==> config.mk <==
export PLATFORM = sky130hd
export DESIGN_NAME = logic_axi4_lite_bus_route_scheduler
export DESIGN_NICKNAME = d
export VERILOG_FILES = /design/src/rtl/logic_axi4_lite_bus_pkg.sv /design/src/rtl/logic_axi4_lite_bus_route_fifo.sv /design/src/rtl/logic_axi4_lite_bus_route_scheduler.sv
export SDC_FILE = /design/constraint.sdc
export NUM_CORES = 1
export LEC_CHECK = 0
export BUFFER_PORTS_ARGS = -buffer_cell sky130_fd_sc_hd__buf_2
export CORE_MARGIN = 2
export CORE_UTILIZATION = 52
export CTS_CLUSTER_SIZE = 12
export DETAILED_ROUTE_END_ITERATION = 8
export HOLD_SLACK_MARGIN = 0.1
export PLACE_DENSITY = 0.81
export SKIP_CTS_REPAIR_TIMING = 1
export SLEW_MARGIN = 10
export SYNTH_ARGS = -nofsm -noshare
export SYNTH_HDL_FRONTEND = slang
export SYNTH_SLANG_ARGS = --single-unit
==> constraint.sdc <==
create_clock -name aclk -period 3.4 [get_ports aclk]
set_input_delay 0.68 -clock aclk [delete_from_list [all_inputs] [get_ports aclk]]
set_output_delay 0.68 -clock aclk [all_outputs]
set_load 0.005 [all_outputs]
==> src/rtl/logic_axi4_lite_bus_pkg.sv <==
// Shared types and address decode for the AXI4-Lite bus route scheduler.
// Tables are widened to fixed maxima so the decode function stays parameter-free.
package logic_axi4_lite_bus_pkg;

  localparam int MAX_SLAVES = 16;
  localparam int MAX_ADDR_W = 64;
  localparam int MAX_TID_W  = 4;

  typedef logic [MAX_SLAVES-1:0][MAX_ADDR_W-1:0] addr_table_t;

  typedef struct packed {
    logic                 hit;
    logic [MAX_TID_W-1:0] tid;
  } route_token_t;

  // Scans from the top down so the lowest matching slave overwrites the result.
  function automatic route_token_t route_decode(input logic [MAX_ADDR_W-1:0] addr,
                                                input addr_table_t base,
                                                input addr_table_t mask,
                                                input int n_slaves);
    route_token_t tok;
    tok = '0;
    for (int k = MAX_SLAVES - 1; k >= 0; k--) begin
      if ((k < n_slaves) && ((addr & mask[k]) == (base[k] & mask[k]))) begin
        tok.hit = 1'b1;
        tok.tid = MAX_TID_W'(k);
      end
    end
    return tok;
  endfunction

endpackage

==> src/rtl/logic_axi4_lite_bus_route_fifo.sv <==
// In-order route token FIFO with wrap-bit pointers; push and pop may coincide when full.
module logic_axi4_lite_bus_route_fifo #(
  parameter int DEPTH   = 4,
  parameter int TOKEN_W = 2
) (
  input  logic               aclk,
  input  logic               areset_n,
  input  logic               i_push,
  input  logic [TOKEN_W-1:0] i_push_data,
  input  logic               i_pop,
  output logic               o_full,
  output logic               o_empty,
  output logic [TOKEN_W-1:0] o_head
);

  localparam int IDX_W = $clog2(DEPTH);
  localparam int PTR_W = IDX_W + 1;

  logic [TOKEN_W-1:0] r_mem [DEPTH];
  logic [PTR_W-1:0]   r_wr_ptr;
  logic [PTR_W-1:0]   r_rd_ptr;
  logic               w_push_ok;
  logic               w_pop_ok;

  assign o_empty   = (r_wr_ptr == r_rd_ptr);
  assign o_full    = (r_wr_ptr[IDX_W-1:0] == r_rd_ptr[IDX_W-1:0]) &&
                     (r_wr_ptr[IDX_W] != r_rd_ptr[IDX_W]);
  assign w_pop_ok  = i_pop && !o_empty;
  assign w_push_ok = i_push && (!o_full || w_pop_ok);
  assign o_head    = r_mem[r_rd_ptr[IDX_W-1:0]];

  always_ff @(posedge aclk or negedge areset_n) begin
    if (!areset_n) begin
      r_wr_ptr <= '0;
      r_rd_ptr <= '0;
      for (int i = 0; i < DEPTH; i++) r_mem[i] <= '0;
    end else begin
      if (w_push_ok) begin
        r_mem[r_wr_ptr[IDX_W-1:0]] <= i_push_data;
        r_wr_ptr <= r_wr_ptr + PTR_W'(1);
      end
      if (w_pop_ok) r_rd_ptr <= r_rd_ptr + PTR_W'(1);
    end
  end

endmodule

==> src/rtl/logic_axi4_lite_bus_route_scheduler.sv <==
// Route token scheduler for a multi-slave AXI4-Lite mux (AW/W/B and AR/R tokens).
// Optional decode-error counters: LOGIC_AXI4_LITE_BUS_ROUTE_SCHEDULER_STATS_EN.
module logic_axi4_lite_bus_route_scheduler
  import logic_axi4_lite_bus_pkg::*;
#(
  parameter int SLAVES        = 1,
  parameter int SLAVES_WIDTH  = (SLAVES >= 2) ? $clog2(SLAVES) : 1,
  parameter int ADDRESS_WIDTH = 32,
  parameter int OUTSTANDING   = 4,
  parameter logic [SLAVES-1:0][ADDRESS_WIDTH-1:0] SLAVE_BASE = '0,
  parameter logic [SLAVES-1:0][ADDRESS_WIDTH-1:0] SLAVE_MASK = '0
) (
  input  logic                     aclk,
  input  logic                     areset_n,
  input  logic                     wr_req_valid,
  output logic                     wr_req_ready,
  input  logic [ADDRESS_WIDTH-1:0] wr_req_addr,
  input  logic                     rd_req_valid,
  output logic                     rd_req_ready,
  input  logic [ADDRESS_WIDTH-1:0] rd_req_addr,
  output logic                     aw_tvalid,
  input  logic                     aw_tready,
  output logic [SLAVES_WIDTH-1:0]  aw_tid,
  output logic                     aw_thit,
  output logic                     w_tvalid,
  input  logic                     w_tready,
  output logic [SLAVES_WIDTH-1:0]  w_tid,
  output logic                     w_thit,
  output logic                     b_tvalid,
  input  logic                     b_tready,
  output logic [SLAVES_WIDTH-1:0]  b_tid,
  output logic                     b_thit,
  output logic                     ar_tvalid,
  input  logic                     ar_tready,
  output logic [SLAVES_WIDTH-1:0]  ar_tid,
  output logic                     ar_thit,
  output logic                     r_tvalid,
  input  logic                     r_tready,
  output logic [SLAVES_WIDTH-1:0]  r_tid,
  output logic                     r_thit
`ifdef LOGIC_AXI4_LITE_BUS_ROUTE_SCHEDULER_STATS_EN
  ,
  output logic [15:0]              decerr_wr_count,
  output logic [15:0]              decerr_rd_count
`endif
);

  localparam int TOK_W = SLAVES_WIDTH + 1;
  localparam int CNT_W = $clog2(OUTSTANDING) + 1;

  function automatic addr_table_t widen_table(input logic [SLAVES-1:0][ADDRESS_WIDTH-1:0] t);
    addr_table_t wt;
    wt = '0;
    for (int k = 0; k < SLAVES; k++) wt[k] = MAX_ADDR_W'(t[k]);
    return wt;
  endfunction

  localparam addr_table_t BASE_TBL = widen_table(SLAVE_BASE);
  localparam addr_table_t MASK_TBL = widen_table(SLAVE_MASK);

  route_token_t     w_wr_dec, w_rd_dec;
  logic [TOK_W-1:0] w_wr_tok, w_rd_tok;
  logic             w_unused_tid;
  logic             w_wr_fire, w_rd_fire;
  logic             w_w_pop, w_b_pop, w_r_pop;
  logic             w_wq_full, w_wq_empty, w_bq_full, w_bq_empty, w_rq_full, w_rq_empty;
  logic [TOK_W-1:0] w_wq_head, w_bq_head, w_rq_head;
  logic             r_aw_valid, r_ar_valid;
  logic [TOK_W-1:0] r_aw_tok, r_ar_tok;
  logic [CNT_W-1:0] r_done;

  assign w_wr_dec     = route_decode(MAX_ADDR_W'(wr_req_addr), BASE_TBL, MASK_TBL, SLAVES);
  assign w_rd_dec     = route_decode(MAX_ADDR_W'(rd_req_addr), BASE_TBL, MASK_TBL, SLAVES);
  assign w_wr_tok     = {w_wr_dec.hit, w_wr_dec.tid[SLAVES_WIDTH-1:0]};
  assign w_rd_tok     = {w_rd_dec.hit, w_rd_dec.tid[SLAVES_WIDTH-1:0]};
  assign w_unused_tid = ^{w_wr_dec.tid, w_rd_dec.tid};

  assign wr_req_ready = (!r_aw_valid || aw_tready) && !w_wq_full && !w_bq_full;
  assign rd_req_ready = (!r_ar_valid || ar_tready) && !w_rq_full;
  assign w_wr_fire    = wr_req_valid && wr_req_ready;
  assign w_rd_fire    = rd_req_valid && rd_req_ready;

  // A B token is only offered once its W token has already left the W queue.
  assign w_tvalid = !w_wq_empty;
  assign b_tvalid = !w_bq_empty && (r_done != '0);
  assign r_tvalid = !w_rq_empty;
  assign w_w_pop  = w_tvalid && w_tready;
  assign w_b_pop  = b_tvalid && b_tready;
  assign w_r_pop  = r_tvalid && r_tready;

  assign aw_tvalid         = r_aw_valid;
  assign ar_tvalid         = r_ar_valid;
  assign {aw_thit, aw_tid} = r_aw_tok;
  assign {ar_thit, ar_tid} = r_ar_tok;
  assign {w_thit, w_tid}   = w_wq_head;
  assign {b_thit, b_tid}   = w_bq_head;
  assign {r_thit, r_tid}   = w_rq_head;

  always_ff @(posedge aclk or negedge areset_n) begin
    if (!areset_n) begin
      r_aw_valid <= 1'b0;
      r_aw_tok   <= '0;
      r_ar_valid <= 1'b0;
      r_ar_tok   <= '0;
      r_done     <= '0;
    end else begin
      if (w_wr_fire) begin
        r_aw_valid <= 1'b1;
        r_aw_tok   <= w_wr_tok;
      end else if (aw_tready) begin
        r_aw_valid <= 1'b0;
      end
      if (w_rd_fire) begin
        r_ar_valid <= 1'b1;
        r_ar_tok   <= w_rd_tok;
      end else if (ar_tready) begin
        r_ar_valid <= 1'b0;
      end
      if (w_w_pop && !w_b_pop)      r_done <= r_done + CNT_W'(1);
      else if (!w_w_pop && w_b_pop) r_done <= r_done - CNT_W'(1);
    end
  end

  logic_axi4_lite_bus_route_fifo #(.DEPTH(OUTSTANDING), .TOKEN_W(TOK_W)) u_w_fifo (
    .aclk(aclk), .areset_n(areset_n), .i_push(w_wr_fire), .i_push_data(w_wr_tok),
    .i_pop(w_w_pop), .o_full(w_wq_full), .o_empty(w_wq_empty), .o_head(w_wq_head)
  );

  logic_axi4_lite_bus_route_fifo #(.DEPTH(OUTSTANDING), .TOKEN_W(TOK_W)) u_b_fifo (
    .aclk(aclk), .areset_n(areset_n), .i_push(w_wr_fire), .i_push_data(w_wr_tok),
    .i_pop(w_b_pop), .o_full(w_bq_full), .o_empty(w_bq_empty), .o_head(w_bq_head)
  );

  logic_axi4_lite_bus_route_fifo #(.DEPTH(OUTSTANDING), .TOKEN_W(TOK_W)) u_r_fifo (
    .aclk(aclk), .areset_n(areset_n), .i_push(w_rd_fire), .i_push_data(w_rd_tok),
    .i_pop(w_r_pop), .o_full(w_rq_full), .o_empty(w_rq_empty), .o_head(w_rq_head)
  );

`ifdef LOGIC_AXI4_LITE_BUS_ROUTE_SCHEDULER_STATS_EN
  logic [15:0] r_decerr_wr, r_decerr_rd;

  always_ff @(posedge aclk or negedge areset_n) begin
    if (!areset_n) begin
      r_decerr_wr <= '0;
      r_decerr_rd <= '0;
    end else begin
      if (w_wr_fire && !w_wr_dec.hit && (r_decerr_wr != 16'hFFFF)) r_decerr_wr <= r_decerr_wr + 16'd1;
      if (w_rd_fire && !w_rd_dec.hit && (r_decerr_rd != 16'hFFFF)) r_decerr_rd <= r_decerr_rd + 16'd1;
    end
  end

  assign decerr_wr_count = r_decerr_wr;
  assign decerr_rd_count = r_decerr_rd;
`endif

endmodule

==> results.cfg <==
[pwr]
leakage_nw = 1.16
power_per_cell_area_nw_per_um2 = 928
ir_drop_uv = 381
finalPower_mw = 2.39

[floorplanning]
die_y_um = 70.8
die-area_sq_um = 5020
die_w_um = 70.8
initial_core_util = 0.537
coreArea_sq_um = 4320
pin_count = 90
num_rows = 24

[route]
dr.pass1.iters = 4
wire_per_inst_um = 14.1
ant_nets = 0
via_per_inst = 5.20
drc = 0
routed_wl_um = 3580
vias = 1320
drt_first_iter_violations = 58

[timing]
timing.fmax_mhz = 447
finalCritPeriodShare = 0.658
layout_setup_ws_ps = 1160
finalHoldViolations = 0
rsz0062_at_grt = false
relSlewSlack = 0.290
fin_skew_ps = 10.2
slew_viol_final = 0
period_needed_ps = 2240
finalSetupViolCount = 0
fin_setup_tns_ps = 0
worst_pin_slew_ps = 1060

[worst_setup_path]
cp-end-kind = primary output
cp_slowest_stage_delay_ps = 480
cp_max_fo = 5
worst_path_max_delay_cell = dfrtp_1
arrival_ps = 1560
crit_chain = xnor2_1, nand3b_1, and3_1, buf_2
required_ps = 2720
critPathBufInv = 1
startpoint_type = flip-flop
crit_type = reg2out
critPathTopFamily = flip-flops

[place]
io_buffers = 23
globalplace.congestion = 0.760
hpwl_um = 2620
dpl_worst_slack_ps = 1250

[clock_network]
cts_num_sinks = 49
cts.reportedPaths.clkPinSlew_ps = 80
cts_tree = yes
cts_root_buffer = clkbuf_8
cts_buffers = 5
htree_levels = 2
cts_buffer_depth = 2
clk_latency_ps = 310

[layout]
synthToLayoutAreaGrowth_pct = 10.8
drive_gt1_frac = 0.218
final_cell_mix = 49 x dfrtp_1, 23 x buf_2, 21 x xnor2_1
layout.nets = 292
layout_commonest_cell = dfrtp_1
diodes = 0

[synthesis]
ys_dominant_reg_cell = dfrtp_1
synth_edf_count = 0
synth_cells = 175
yosys_warnings = 0
ys_async_sr_fraction = 1.00
synthDistinctLibCells = 31
avgSynthCellArea_sq_um = 13.3
synth-seq-cells = 49
ys_seq_area_frac = 0.528
synth_area_sq_um = 2320

[global_route]
grt-ovfl-total = 0
first_global_vias = 1354
grtUsageTotal = 0.165
grt_max_degree = 50
grt_pass1_wl_um = 6290
antenna_found_initial = 0

[run_status]
status = completed

[min_path]
worstHoldPathType = reg2reg

[flow_run]
drv_cap = 0
power breakdown:
part           switching, mW  internal (mW)
sequential             0.207          0.784
combinational          0.478          0.521
clock                  0.185          0.214
total                  0.871           1.52
metal layers:
layer,track usage,vias to the layer above,part of all wire
met5,0,-,0
met4,0.0629,0,0.017
met3,0.0470,6,0.032
met2,0.266,15,0.49
met1,0.213,656,0.46
li1,-,643,-
area by class of cell:
class,instances,area [sq um]
clock inverter,2,35.0
multi-input combinational,114,1030
fill,369,1750
sequential,49,1230
tap,52,65.1
timing repair buffer,23,115
inverter,9,33.8
clock buffer,5,68.8
synthesized netlist by cell type (4+ instances only):
cell / n / area, sq um
dfrtp_1: 49 / 1230
nand2_1: 8 / 30.0
xnor2_1: 21 / 184
nand3_1: 8 / 40.0
a21boi_1: 4 / 30.0
mux2_2: 6 / 67.6
and2_1: 6 / 37.5
inv_1: 9 / 33.8
a21o_1: 7 / 52.6
ha_1: 16 / 200
or2b_1: 4 / 30.0
mux4_2: 4 / 90.1
sequential cells by signal (all words and copies together) (netlist names):
signal / cells
u_b_fifo.r_mem: 8
u_r_fifo.r_mem: 8
u_w_fifo.r_mem: 8
r_done: 3
u_b_fifo.r_rd_ptr: 3
u_b_fifo.r_wr_ptr: 3
u_r_fifo.r_rd_ptr: 3
u_r_fifo.r_wr_ptr: 3
u_w_fifo.r_rd_ptr: 3
u_w_fifo.r_wr_ptr: 3
ar_tvalid: 1
aw_tvalid: 1
r_ar_tok: 1
r_aw_tok: 1
per-stage QoR:
step	cell area, sq um	cells	utilization	hold slack (ps)
detailed placement	2470	247	0.571	441
finish	2570	254	0.595	458
global route	2570	254	0.595	481
floorplan	2330	176	-	384
CTS	2570	254	0.595	464
global placement	2470	247	0.571	437
cells by family (layout without fill, tap and decap cells):
group                    Yosys count  after routing  synth area share
XOR/XNOR                          24             24            0.0905
adder cells (fa/ha/maj)           17             17            0.0948
multiplexers                      12             12            0.0905
other                              1              2           0.00161
AO/OA/AOI/OAI                     17             17            0.0608
flip-flops                        49             49             0.528
buffers and inverters             13             39            0.0307
AND/OR/NAND/NOR                   42             42             0.103
worst paths after layout:
| path | endpoint | from | cells past startpoint | slack (ps) |
|---|---|---|---|---|
| min in group asynchronous | u_w_fifo.r_rd_ptr[0]$_DFFE_PN0P_ | areset_n | 1 | 560 |
| hold reg to reg | u_r_fifo.r_mem[5]$_DFFE_PN0P_ | u_r_fifo.r_mem[5]$_DFFE_PN0P_ | 1 | 460 |
| setup / recovery | wr_req_ready | u_w_fifo.r_rd_ptr[1]$_DFFE_PN0P_ | 4 | 1160 |
| max in group asynchronous | u_b_fifo.r_rd_ptr[0]$_DFFE_PN0P_ | areset_n | 1 | 2180 |
| hold / removal | u_r_fifo.r_mem[5]$_DFFE_PN0P_ | u_r_fifo.r_mem[5]$_DFFE_PN0P_ | 1 | 460 |
| setup reg to reg | r_done[1]$_DFFE_PN0P_ | u_b_fifo.r_rd_ptr[1]$_DFFE_PN0P_ | 7 | 1240 |
Note: power is estimated with default switching activity, not from simulation.
